$ cat config.mk
export PLATFORM = sky130hd
export DESIGN_NAME = imm_gen_pipe
export DESIGN_NICKNAME = d
export VERILOG_FILES = /design/src/rtl/immediate_generator_pkg.sv /design/src/rtl/imm_skid_buf.sv /design/src/rtl/imm_gen_pipe.sv
export SDC_FILE = /design/constraint.sdc
export NUM_CORES = 1
export LEC_CHECK = 0
export BUFFER_PORTS_ARGS = -buffer_cell sky130_fd_sc_hd__buf_2
export CAP_MARGIN = 20
export CORE_UTILIZATION = 55
export CTS_CLUSTER_SIZE = 10
export DETAILED_ROUTE_END_ITERATION = 6
export PLACE_DENSITY = 0.8
export SYNTH_ARGS = -nofsm -noshare
export SYNTH_HDL_FRONTEND = slang
export SYNTH_SLANG_ARGS = --single-unit
$ cat constraint.sdc
create_clock -name clk -period 1.7 [get_ports clk]
set_input_delay 0.17 -clock clk [delete_from_list [all_inputs] [get_ports clk]]
set_output_delay 0.17 -clock clk [all_outputs]
set_load 0.01 [all_outputs]
$ cat src/rtl/immediate_generator_pkg.sv
// -----------------------------------------------------------------------------
// immediate_generator_pkg
// Shared definitions for the pipelined immediate generator:
//   - imm_src_e    : immediate format select codes (6 and 7 are unused/illegal)
//   - imm_result_t : 32-bit extended immediate plus illegal-format flag
//   - imm_extract  : combinational decode of one RV32I immediate / CSR zimm
//   - IMM_W        : native immediate width before widening to XLEN
// -----------------------------------------------------------------------------
package immediate_generator_pkg;

  localparam int unsigned IMM_W = 32;

  typedef enum logic [2:0] {
    I_TYPE = 3'd0,
    S_TYPE = 3'd1,
    B_TYPE = 3'd2,
    U_TYPE = 3'd3,
    J_TYPE = 3'd4,
    Z_TYPE = 3'd5
  } imm_src_e;

  typedef struct packed {
    logic [IMM_W-1:0] imm;
    logic             illegal;
  } imm_result_t;

  // Returns the immediate already extended to 32 bits. Every signed format
  // takes its sign from instr[31]; the zimm is zero-extended, so bit 31 of the
  // result is always 0 for Z_TYPE and widening to XLEN can use bit 31 uniformly.
  function automatic imm_result_t imm_extract(input logic [31:0] instr,
                                              input logic [2:0]  src);
    imm_result_t res;
    res.imm     = '0;
    res.illegal = 1'b0;
    case (src)
      I_TYPE: res.imm = {{20{instr[31]}}, instr[31:20]};
      S_TYPE: res.imm = {{20{instr[31]}}, instr[31:25], instr[11:7]};
      B_TYPE: res.imm = {{19{instr[31]}}, instr[31], instr[7], instr[30:25],
                         instr[11:8], 1'b0};
      U_TYPE: res.imm = {instr[31:12], 12'b0};
      J_TYPE: res.imm = {{11{instr[31]}}, instr[31], instr[19:12], instr[20],
                         instr[30:21], 1'b0};
      Z_TYPE: res.imm = {27'b0, instr[19:15]};
      default: begin
        // Unused encodings: zero immediate, flagged so execute can trap.
        res.imm     = '0;
        res.illegal = 1'b1;
      end
    endcase
    return res;
  endfunction

endpackage

$ cat src/rtl/imm_skid_buf.sv
// -----------------------------------------------------------------------------
// imm_skid_buf
// Two-entry valid/ready buffer: a main output register plus one skid register.
// in_ready is registered (true while the skid entry is empty) so there is no
// combinational path from out_ready back to in_ready.
//
// Ports:
//   clk        in   rising-edge clock
//   rst_n      in   asynchronous active-low reset, discards all entries
//   in_valid   in   upstream data valid
//   in_ready   out  buffer can accept this cycle (registered)
//   in_data    in   payload, W bits
//   out_valid  out  main register holds a transaction
//   out_ready  in   downstream accepts the main register
//   out_data   out  main register contents, stable while stalled
// -----------------------------------------------------------------------------
module imm_skid_buf #(
  parameter int unsigned W = 41
) (
  input  logic         clk,
  input  logic         rst_n,
  input  logic         in_valid,
  output logic         in_ready,
  input  logic [W-1:0] in_data,
  output logic         out_valid,
  input  logic         out_ready,
  output logic [W-1:0] out_data
);

  // Occupancy: EMPTY = nothing held, ONE = main register only,
  // FULL = main and skid registers both hold data.
  localparam logic [1:0] ST_EMPTY = 2'd0;
  localparam logic [1:0] ST_ONE   = 2'd1;
  localparam logic [1:0] ST_FULL  = 2'd2;

  logic [1:0]   r_state;
  logic [1:0]   w_state_next;
  logic [W-1:0] r_main;
  logic [W-1:0] r_skid;
  logic         r_in_ready;
  logic         w_accept;
  logic         w_drain;

  assign out_valid = (r_state != ST_EMPTY);
  assign out_data  = r_main;
  assign in_ready  = r_in_ready;

  assign w_accept  = in_valid && r_in_ready;
  assign w_drain   = out_valid && out_ready;

  always_comb begin
    w_state_next = r_state;
    case (r_state)
      ST_EMPTY: begin
        if (w_accept) w_state_next = ST_ONE;
      end
      ST_ONE: begin
        if (w_accept && !w_drain)      w_state_next = ST_FULL;
        else if (w_drain && !w_accept) w_state_next = ST_EMPTY;
      end
      ST_FULL: begin
        if (w_drain) w_state_next = ST_ONE;
      end
      default: w_state_next = ST_EMPTY;
    endcase
  end

  always_ff @(posedge clk or negedge rst_n) begin
    if (!rst_n) begin
      r_state    <= ST_EMPTY;
      r_in_ready <= 1'b1;
    end else begin
      r_state    <= w_state_next;
      // Look-ahead on the next state keeps in_ready a pure flop output.
      r_in_ready <= (w_state_next != ST_FULL);
    end
  end

  always_ff @(posedge clk or negedge rst_n) begin
    if (!rst_n) begin
      r_main <= '0;
      r_skid <= '0;
    end else if (r_state == ST_FULL) begin
      // in_ready is low here, so only the skid-to-main move can happen.
      if (w_drain) r_main <= r_skid;
    end else if (w_accept) begin
      // Output free (empty, or being drained this cycle): bypass the skid.
      if (r_state == ST_EMPTY || w_drain) r_main <= in_data;
      else                                r_skid <= in_data;
    end
  end

endmodule

$ cat src/rtl/imm_gen_pipe.sv
// -----------------------------------------------------------------------------
// imm_gen_pipe
// Pipelined immediate generator between decode and the execute operand mux.
// Decodes I/S/B/U/J immediates and the CSR zimm, widens them to XLEN, and
// registers them together with an opaque sideband tag behind a valid/ready
// handshake with a two-entry skid buffer (latency 1, throughput 1/cycle).
//
// Parameters:
//   XLEN   output immediate width (32 or 64)
//   TAG_W  sideband tag width (1..64)
//
// Ports:
//   clk, rst_n      clock and asynchronous active-low reset
//   in_valid/ready  input handshake (in_ready is registered)
//   in_instruction  raw 32-bit instruction word
//   ImmSrc          format select, see imm_src_e; codes 6/7 are illegal
//   in_tag          sideband tag travelling with the instruction
//   out_valid/ready output handshake
//   out_immediate   XLEN-bit extended immediate (0 for illegal codes)
//   out_tag         tag belonging to out_immediate
//   out_illegal     ImmSrc was an unused encoding
//   illegal_cnt     16-bit saturating count of accepted illegal selects;
//                   present only when IMM_GEN_ILLEGAL_CNT_EN is defined
// -----------------------------------------------------------------------------
module imm_gen_pipe
  import immediate_generator_pkg::*;
#(
  parameter int unsigned XLEN  = 32,
  parameter int unsigned TAG_W = 8
) (
  input  logic             clk,
  input  logic             rst_n,
  input  logic             in_valid,
  output logic             in_ready,
  input  logic [31:0]      in_instruction,
  input  logic [2:0]       ImmSrc,
  input  logic [TAG_W-1:0] in_tag,
  output logic             out_valid,
  input  logic             out_ready,
  output logic [XLEN-1:0]  out_immediate,
  output logic [TAG_W-1:0] out_tag,
  output logic             out_illegal
`ifdef IMM_GEN_ILLEGAL_CNT_EN
  ,
  output logic [15:0]      illegal_cnt
`endif
);

  // Payload layout: {illegal, tag, immediate}
  localparam int unsigned PAY_W = XLEN + TAG_W + 1;

  imm_result_t      w_ext;
  logic [XLEN-1:0]  w_imm_xlen;
  logic [PAY_W-1:0] w_in_payload;
  logic [PAY_W-1:0] w_out_payload;

  assign w_ext = imm_extract(in_instruction, ImmSrc);

  // Widening from bit 31 is correct for every format: U-type is defined to
  // sign-extend from bit 31 at XLEN=64, and the zimm already has bit 31 clear.
  generate
    if (XLEN > IMM_W) begin : g_wide
      assign w_imm_xlen = {{(XLEN-IMM_W){w_ext.imm[IMM_W-1]}}, w_ext.imm};
    end else begin : g_narrow
      assign w_imm_xlen = w_ext.imm[XLEN-1:0];
    end
  endgenerate

  assign w_in_payload = {w_ext.illegal, in_tag, w_imm_xlen};

  imm_skid_buf #(
    .W (PAY_W)
  ) u_skid (
    .clk       (clk),
    .rst_n     (rst_n),
    .in_valid  (in_valid),
    .in_ready  (in_ready),
    .in_data   (w_in_payload),
    .out_valid (out_valid),
    .out_ready (out_ready),
    .out_data  (w_out_payload)
  );

  assign out_immediate = w_out_payload[XLEN-1:0];
  assign out_tag       = w_out_payload[XLEN +: TAG_W];
  assign out_illegal   = w_out_payload[PAY_W-1];

`ifdef IMM_GEN_ILLEGAL_CNT_EN
  logic [15:0] r_illegal_cnt;

  always_ff @(posedge clk or negedge rst_n) begin
    if (!rst_n) begin
      r_illegal_cnt <= '0;
    end else if (in_valid && in_ready && w_ext.illegal &&
                 (r_illegal_cnt != 16'hFFFF)) begin
      r_illegal_cnt <= r_illegal_cnt + 16'd1;
    end
  end

  assign illegal_cnt = r_illegal_cnt;
`endif

endmodule

### Word-level counts from Yosys, hierarchy flattened

Index checks and enable logic that the tools add are counted.

* equal/unequal tests: 9
* multiplexer cells: 11
* bitwise gates (word level): 2
* reductions and logical operators: 15

Operators with widths (count)
* 32-bit one-hot mux with 6 select lines: 1
* 41-bit 2-to-1 mux: 4
* 2-bit 2-to-1 mux: 4
* 3-bit by 2-bit == test with 1-bit output (second input constant): 2
* 3-bit == test (second input constant): 2
* 2-bit one-hot mux with 3 select lines: 1
* 3-bit AND reduction: 2
* 2-bit nonzero test: 3
* 6-bit OR reduction: 1
* 1-bit logical AND: 4
* 3-bit by 1-bit == test with 1-bit output (second input constant): 1
* 3-bit logical NOT: 1
* 2-bit by 1-bit == test with 1-bit output (second input constant): 1
* 2-bit == test (second input constant): 1
* 1-bit logical NOT: 2
* 2-bit logical NOT: 1
* 2-bit by 1-bit inequality test with 1-bit output (second input constant): 1
* 2-bit inequality test (second input constant): 1
* 1-bit NOT: 2
* 1-bit logical OR: 1
* 1-bit 2-to-1 mux: 1

* bits in registers: 85
* bits of input ports: 47
* output and inout bits: 43
* logic and storage cells: 41

### Longest topological paths before layout

Gate-level depths: netlist (run 1).

* depth in word-level cells: 7
* gate-level depth with buffers: 7

### Cells and area by module

Synthesis (run 1) repeated with hierarchy kept, for this count alone.

* cells, all modules: 316
* area total of the unflattened synthesis: 4275.4 um^2

Modules (own cells, without submodules)
* imm_skid_buf: times used 1, cells each 235, area an instance 3737.3 um^2, sequential area each 2128.3 um^2
* imm_gen_pipe: times used 1, cells each 81, area an instance 538.0 um^2, sequential area each 0.0 um^2

### Worst setup path after synthesis (run 1)

No wires, ideal clock.

* path type: reg2reg
* start point: register u_skid.r_in_ready, in the netlist u_skid.in_ready
* end point: register u_skid.r_main[21], in the netlist u_skid.out_data[21]
* arrival: 1.444 ns
* setup slack: 0.180 ns
* stages on the path, launching flop included: 6
* period minus slack after synthesis: 1.520 ns
* cell sequence: dfstp_2 -> and3_1 -> and2_1 -> clkbuf_1 -> nor2_1 -> o21ai_1

* longest elaborated chain between the ends: 3

RTL lines
* from (decl): RTL line imm_skid_buf.sv:40 `logic r_in_ready;`
* from (signal assigned): RTL line imm_skid_buf.sv:75 `r_in_ready <= (w_state_next != ST_FULL);`
* 1-bit logical AND: RTL line imm_skid_buf.sv:48 `assign w_accept = in_valid && r_in_ready;`
* 2-bit nonzero test (no line)
* 3-bit AND reduction (no line)
* to (signal assigned): RTL line imm_skid_buf.sv:85 `if (w_drain) r_main <= r_skid;`
* to (signal assigned): RTL line imm_skid_buf.sv:88 `if (r_state == ST_EMPTY || w_drain) r_main <= in_data;`
* to (decl): RTL line imm_skid_buf.sv:38 `logic [W-1:0] r_main;`

No other way between the ends.
A chain may end at the register's enable or synchronous reset.

### Worst setup path after layout (run 1)

* start point: register u_skid.r_in_ready, in the netlist u_skid.in_ready
* end point: register u_skid.r_main[3], in the netlist u_skid.out_data[3]

Same word-level chain as after synthesis.

==> results of run 1 <==
## through the flow
step	utilization, %	setup WS (ns)	power [W]
4_1_cts	69.2	0.0734	0.00769
3_3_place_gp	66.3	0.112	0.00608
2_1_floorplan	-	0.180	0.00511
6_report	69.2	0.107	0.00768
5_1_grt	69.2	0.00636	0.00819
3_5_place_dp	66.3	0.0464	0.00623
## state kept, by name, summed over array words and instances, names as in the netlist
name	flops
u_skid.r_skid	41
u_skid.r_state	2
u_skid.out_data	41
u_skid.in_ready	1
## per-layer routing
layer | routed length (um) | global-route usage, % | up-vias
met5 | 0 | 0 | -
met1 | 4740 | 37.3 | 1860
met3 | 607 | 3.72 | 20
li1 | - | - | 1822
met4 | 144 | 10.2 | 0
met2 | 5150 | 43.4 | 149
## worst paths after layout
| path | to | startpoint | slack, ns |
|---|---|---|---|
| max | u_skid.out_data[3] | u_skid.in_ready | 0.11 |
| min | u_skid.r_skid[36] | in_tag[4] | 0.05 |
| max reg2reg | u_skid.out_data[3] | u_skid.in_ready | 0.11 |
| min reg2reg | u_skid.out_data[21] | u_skid.out_data[21] | 0.48 |
| max in group asynchronous | u_skid.in_ready | rst_n | 0.93 |
| min in group asynchronous | u_skid.out_data[39] | rst_n | 0.38 |
## cell usage after synthesis (2+ instances only)
| cell type | n | area [sq um] |
|---|---|---|
| a21o_1 | 7 | 52.6 |
| o211a_1 | 7 | 70.1 |
| a31oi_1 | 16 | 100 |
| nor4bb_1 | 5 | 50.1 |
| inv_1 | 2 | 7.51 |
| a21oi_1 | 58 | 290 |
| buf_4 | 6 | 45.0 |
| clkbuf_1 | 19 | 71.3 |
| a22o_1 | 7 | 61.3 |
| o21ai_1 | 45 | 225 |
| nand2b_1 | 13 | 81.3 |
| nor2b_1 | 4 | 25.0 |
| o21ai_0 | 16 | 80.1 |
| a211oi_1 | 6 | 45.0 |
| nor2_1 | 39 | 146 |
| dfrtp_1 | 84 | 2100 |
| a221oi_2 | 4 | 60.1 |
| mux2_1 | 13 | 146 |
| buf_2 | 13 | 65.1 |
| nand3_1 | 13 | 65.1 |
| a22oi_1 | 2 | 15.0 |
| nand2_1 | 67 | 251 |
## cells by family (layout without fill, tap and decap cells)
kind of cell | after synthesis | after routing | synth area share, %
AO/OA/AOI/OAI | 174 | 174 | 24.8
multiplexers | 13 | 13 | 3.43
AND/OR/NAND/NOR | 153 | 153 | 16.8
buffers and inverters | 43 | 130 | 4.89
flip-flops | 85 | 85 | 49.8
adder cells (fa/ha/maj) | 1 | 1 | 0.264
## what timing repair did
action                                 4_1_cts  5_1_grt
resized for setup                            0        2
endpoints found under the hold margin       84        0
setup endpoints to repair                    0        1
hold buffers                                 1        0
## power groups by stage
stage / logic [W] / clock network (W) / registers (W)
floorplan: 0.00151 / 0 / 0.00360
global placement: 0.00269 / 0 / 0.00339
detailed placement: 0.00278 / 0 / 0.00345
CTS: 0.00280 / 0.00148 / 0.00341
global route: 0.00308 / 0.00158 / 0.00353
finish: 0.00278 / 0.00148 / 0.00341
## cells in the final DEF (no fill, tap or decap), types with 11 or more instances in the layout
| cell type | n |
|---|---|
| nand2_1 | 67 |
| a21oi_1 | 58 |
| dfrtp_1 | 84 |
| o21ai_0 | 16 |
| clkbuf_8 | 11 |
| nand3_1 | 12 |
| buf_4 | 27 |
| nor2_1 | 39 |
| nand2b_1 | 13 |
| a31oi_1 | 16 |
| o21ai_1 | 45 |
| mux2_1 | 13 |
| buf_2 | 81 |
## critical path, delay by kind of cell (launching register included)
family	cells	cell delay [ns]
compound gates	3	0.47
buf+inv	1	0.17
flops	1	0.60
simple gates	1	0.30
## final cells by class
| cell class | instances | area share, % |
|---|---|---|
| clock inverter | 3 | 0.884 |
| sequential | 85 | 41.8 |
| multi-input combinational | 341 | 38.0 |
| clock buffer | 12 | 3.04 |
| tap | 99 | 2.43 |
| timing repair buffer | 113 | 13.7 |
| inverter | 2 | 0.147 |
==> impl_metrics.toml, run 1 <==
[run_status]
status = "finished clean"

[route]
num_vias = 3851
drt_iter0_markers = 260
first_pass_iters = 5
ant_nets = 0
drc = 0
via_per_inst = 5.88
wl_per_cell_um = 16.2
wirelength_mm = 10.6

[final_layout]
multi_input_area_sq_mm = 0.00194
final_cell_area_sq_mm = 0.00510
layout.cells.non_filler = 655
nNetsFinal = 599
drive_gt1_share_pct = 25.0
area_growth_pct = 19.4
antenna_cells = 0
regArea_sq_mm = 0.00213
fillers = 614

[global_routing]
antenna_found_initial = 0
grt_usage_pct = 27.0
grt_overflow = 0
grt_pass1_vias = 3698
grt_max_degree = 86
grt_pass1_wl_mm = 17.7

[setup_path]
critPathKind = "reg -> reg"
cp_max_fo = 23
critPathLaunchType = "flop"
end_kind = "flop"
critPathSlowestCell = "dfstp_2"
required_ns = 1.99
reg2reg_depth = 5
cp.arrival_ns = 1.88
path_cells = "and4bb_2 -> a211oi_4 -> buf_12 -> a211oi_1 -> a21o_1"
cpPeakStageDelay_ns = 0.60

[pwr]
p_switching_w = 0.00278
power_frac_seq_pct = 44.5
powerDensity_mw_per_mm2 = 1510
vdd_drop_max_v = 0.000737
pwr-share-clk_pct = 19.3
combPwrFrac_pct = 36.3
p_leak_nw = 2.38
power_switching_share_pct = 36.2
p_int_w = 0.00490

[sta]
finalHoldWorstSlack_ns = 0.0481
finalCritPeriodShare_pct = 93.7
slew_violations = 0
max_slew_margin_pct = 41.0
tightest_slew_ns = 0.879
setup_viol_count_final = 0
fmax_mhz = 628
rsz0062_at_grt = "no"
finalSetupTns_ns = 0
hold_viol = 0
fin_worst_skew_ns = 0.00986
fin_crit_ns = 1.59

[cts]
tritoncts = "done"
cts_setup_buffers = 0
insertion_delay_ns = 0.35
clockBufferDepth = 2
cts_buffers = 9
root_buffer = "clkbuf_8"
path_clk_slew_ns = 0.09
cts_sinks = 85
cts_max_level = 3

[placement]
gp_congestion = 0.872
dp.cells = 639
io_buffer_count = 82
placed_area_sq_mm = 0.00489
place_hpwl_mm = 7.16

[synthesis]
ys_types = 45
synthArstFlopShare_pct = 100
avgSynthCellArea_sq_um = 9.11
synthCells = 469
ys_seq_elements = 85
synth_nets = 516
yosys_warnings = 0
syn_area_sq_mm = 0.00427
synth_edf_count = 0
synth_ff_type = "dfrtp_1"
ys_seq_area_share_pct = 49.8

[floorplan]
rows = 31
core-area_sq_mm = 0.00737
dieHeight_um = 90.1
io_pins = 90
die_w_um = 90.1
start_util_pct = 57.9
die_area_sq_mm = 0.00812

[min_path]
worstHoldPathType = "in -> reg"
hold_depth = 2

[job]
maxCapViolCount = 0
Power figures use the tool's default switching activity.
==> run 2: changes to the inputs <==
--- a/config.mk
+++ b/config.mk
@@ -5,12 +5,13 @@
 export SDC_FILE = /design/constraint.sdc
 export NUM_CORES = 1
 export LEC_CHECK = 0
+export ABC_AREA = 1
 export BUFFER_PORTS_ARGS = -buffer_cell sky130_fd_sc_hd__buf_2
-export CAP_MARGIN = 20
-export CORE_UTILIZATION = 55
+export CAP_MARGIN = 15
+export CORE_UTILIZATION = 54
 export CTS_CLUSTER_SIZE = 10
 export DETAILED_ROUTE_END_ITERATION = 6
-export PLACE_DENSITY = 0.8
+export PLACE_DENSITY = 0.79
 export SYNTH_ARGS = -nofsm -noshare
 export SYNTH_HDL_FRONTEND = slang
 export SYNTH_SLANG_ARGS = --single-unit
==> run 2 against run 1 <==
Compared with the run above:
- die area down 1.7%
- register-to-register slack gained 0.07 ns
- clock power increased by 7%
- largest power group unchanged
- first-iteration DRC count rose by 9.2%
- combinational power decreased by 11%
- critical endpoint unchanged
- wire length decreased by 13%
- count of clock-buffer cells in the layout is 2 lower
==> impl_metrics.toml, run 2 <==
[synthesis]
yosys_warnings = 0
synthCells = 524
ys_seq_area_share_pct = 51.6
synth_ff_type = "dfrtp_1"
ys_seq_elements = 85
synthArstFlopShare_pct = 100
ys_types = 24
synth.most_common_cell = "nand2_1"
synth_edf_count = 0
synth_nets = 571
synthTopCellsByArea = "dfrtp_1, nand2_1, nand3_1"
syn_area_sq_mm = 0.00412
synth_top_area_share_pct = 51.0
yosysTopAreaCell = "dfrtp_1"
avgSynthCellArea_sq_um = 7.87
ys_top_cells_by_count = "nand2_1, dfrtp_1, nor2_1, nand3_1, inv_1"

[setup_path]
r2r_end = "u_skid.out_data[3]"
cp_max_fo = 37
path_cells = "o21ai_1 -> nand2_2 -> buf_12 -> a21oi_1 -> nand2_1 -> nand2_1"
cpPeakStageDelay_ns = 0.44
reg2reg_depth = 6
regToRegSetupSlack_ns = 0.18
critPathSlowestCell = "dfrtp_1"
startpoint = "u_skid.r_state[1]"
crit_family = "flip-flops"
end_kind = "flop"
critPathMostFrequentCell = "nand2_1"
critPathKind = "reg -> reg"
critPathLaunchType = "flop"
worst-path-buf-inv = 1
r2r-start = "u_skid.r_state[1]"
required_ns = 1.99
cp.arrival_ns = 1.81

[final_layout]
antenna_cells = 0
final_util_pct = 66.1
area_growth_pct = 17.5
final_common_cell = "nand2_1"
drive_gt1_share_pct = 22.2
nNetsFinal = 646
final_cell_mix = "nand2_1, dfrtp_1, buf_2, nor2_1, nand3_1"
final_cell_area_sq_mm = 0.00484

[run_status]
status = "finished clean"

[cts]
clockBufferDepth = 2
cts_buffers = 9
cts_sinks = 85
cts_max_level = 3
path_clk_slew_ns = 0.08
ctsHoldBuffers = 1
root_buffer = "clkbuf_8"
insertion_delay_ns = 0.35
tritoncts = "done"
cts_setup_buffers = 0
cts_resized = 0

[floorplan]
io_pins = 90
die_w_um = 89.4
dieHeight_um = 89.4
start_util_pct = 56.2
core-area_sq_mm = 0.00733
rows = 31
die_area_sq_mm = 0.00799

[pwr]
vdd_drop_max_v = 0.000875
p_leak_nw = 2.66
powerDensity_mw_per_mm2 = 1530

[route]
drt_iter0_markers = 284
wl_per_cell_um = 13.2
ant_nets = 0
drc = 0
first_pass_iters = 5
num_vias = 3670
wirelength_mm = 9.26
via_per_inst = 5.22

[sta]
fin_crit_ns = 1.52
slew_violations = 0
fin_ws_ns = 0.178
fmax_mhz = 657
setup_viol_count_final = 0
tightest_slew_ns = 0.453
fin_worst_skew_ns = 0.00770
finalSetupTns_ns = 0
max_slew_margin_pct = 69.8
hold_viol = 0
rsz0062_at_grt = "no"
finalCritPeriodShare_pct = 89.5

[global_routing]
grt_util_met3_pct = 3.32
grt_max_degree = 86
grt_overflow = 0
use_met1_pct = 34.1
top_usage_layer = "met2"
gr-usage-met2_pct = 39.6
grt_pass1_vias = 3172
grt_pass1_wl_mm = 14.8
antenna_found_initial = 0
grt_usage_pct = 24.7

[job]
maxCapViolCount = 0

[placement]
pre_cts_slack_ns = 0.230
place_hpwl_mm = 6.39
placed_area_sq_mm = 0.00461
io_buffer_count = 82
gp_congestion = 0.844

[min_path]
worstHoldPathType = "in -> reg"
worstHoldStart = "in_tag[2]"
hold_depth = 3
hold_path_end = "u_skid.r_skid[34]"
run 2: power by group:
part / internal [W] / total (W) / switching (W)
Clock: 0.000864 / 0.00158 / 0.000714
Sequential: 0.00292 / 0.00335 / 0.000434
Combinational: 0.000987 / 0.00247 / 0.00148
run 2: layout make-up:
cell class              count  area [sq um]
clock buffers              10           138
inverters                  37           139
clock inverters             6          86.3
multi-input cells         371          1680
well taps                  99           124
repair buffers             95           551
fillers                   650          2490
flip-flops and latches     85          2130
run 2: worst max-delay path by stage:
stage / endpoint / depth (start not counted)
floorplan: u_skid.r_skid[21] / 5
global placement: u_skid.out_data[11] / 7
detailed placement: u_skid.out_data[3] / 6
CTS: u_skid.out_data[3] / 6
global route: u_skid.out_data[13] / 8
finish: u_skid.out_data[3] / 6
run 2: layer usage:
metal,vias up,wire [um]
li1,1851,-
met1,1673,4160
met2,129,4440
met3,17,478
met4,0,186
met5,-,0
run 2: worst reg2reg max path, cell delays in order, from the launching register on:
cell and delay [ns]:
dfrtp_1 0.44, o21ai_1 0.27, nand2_2 0.23, buf_12 0.24, a21oi_1 0.14, nand2_1 0.09
nand2_1 0.06
run 2: cells by family after synthesis:
| family | share of synthesized area, % |
|---|---|
| AND/OR/NAND/NOR | 30.4 |
| buffers and inverters | 7.68 |
| AO/OA/AOI/OAI | 10.3 |
| flip-flops | 51.6 |
run 2: metrics by stage:
| stage | total power [W] | std cells | hold slack [ns] |
|---|---|---|---|
| final | 0.00740 | 703 | 0.0701 |
| after global routing | 0.00795 | 703 | 0.0844 |
| after CTS | 0.00744 | 703 | 0.0619 |
| after detailed placement | 0.00585 | 686 | 0.242 |
| after global placement | 0.00572 | 686 | 0.240 |
| after floorplan | 0.00495 | 524 | -0.126 |
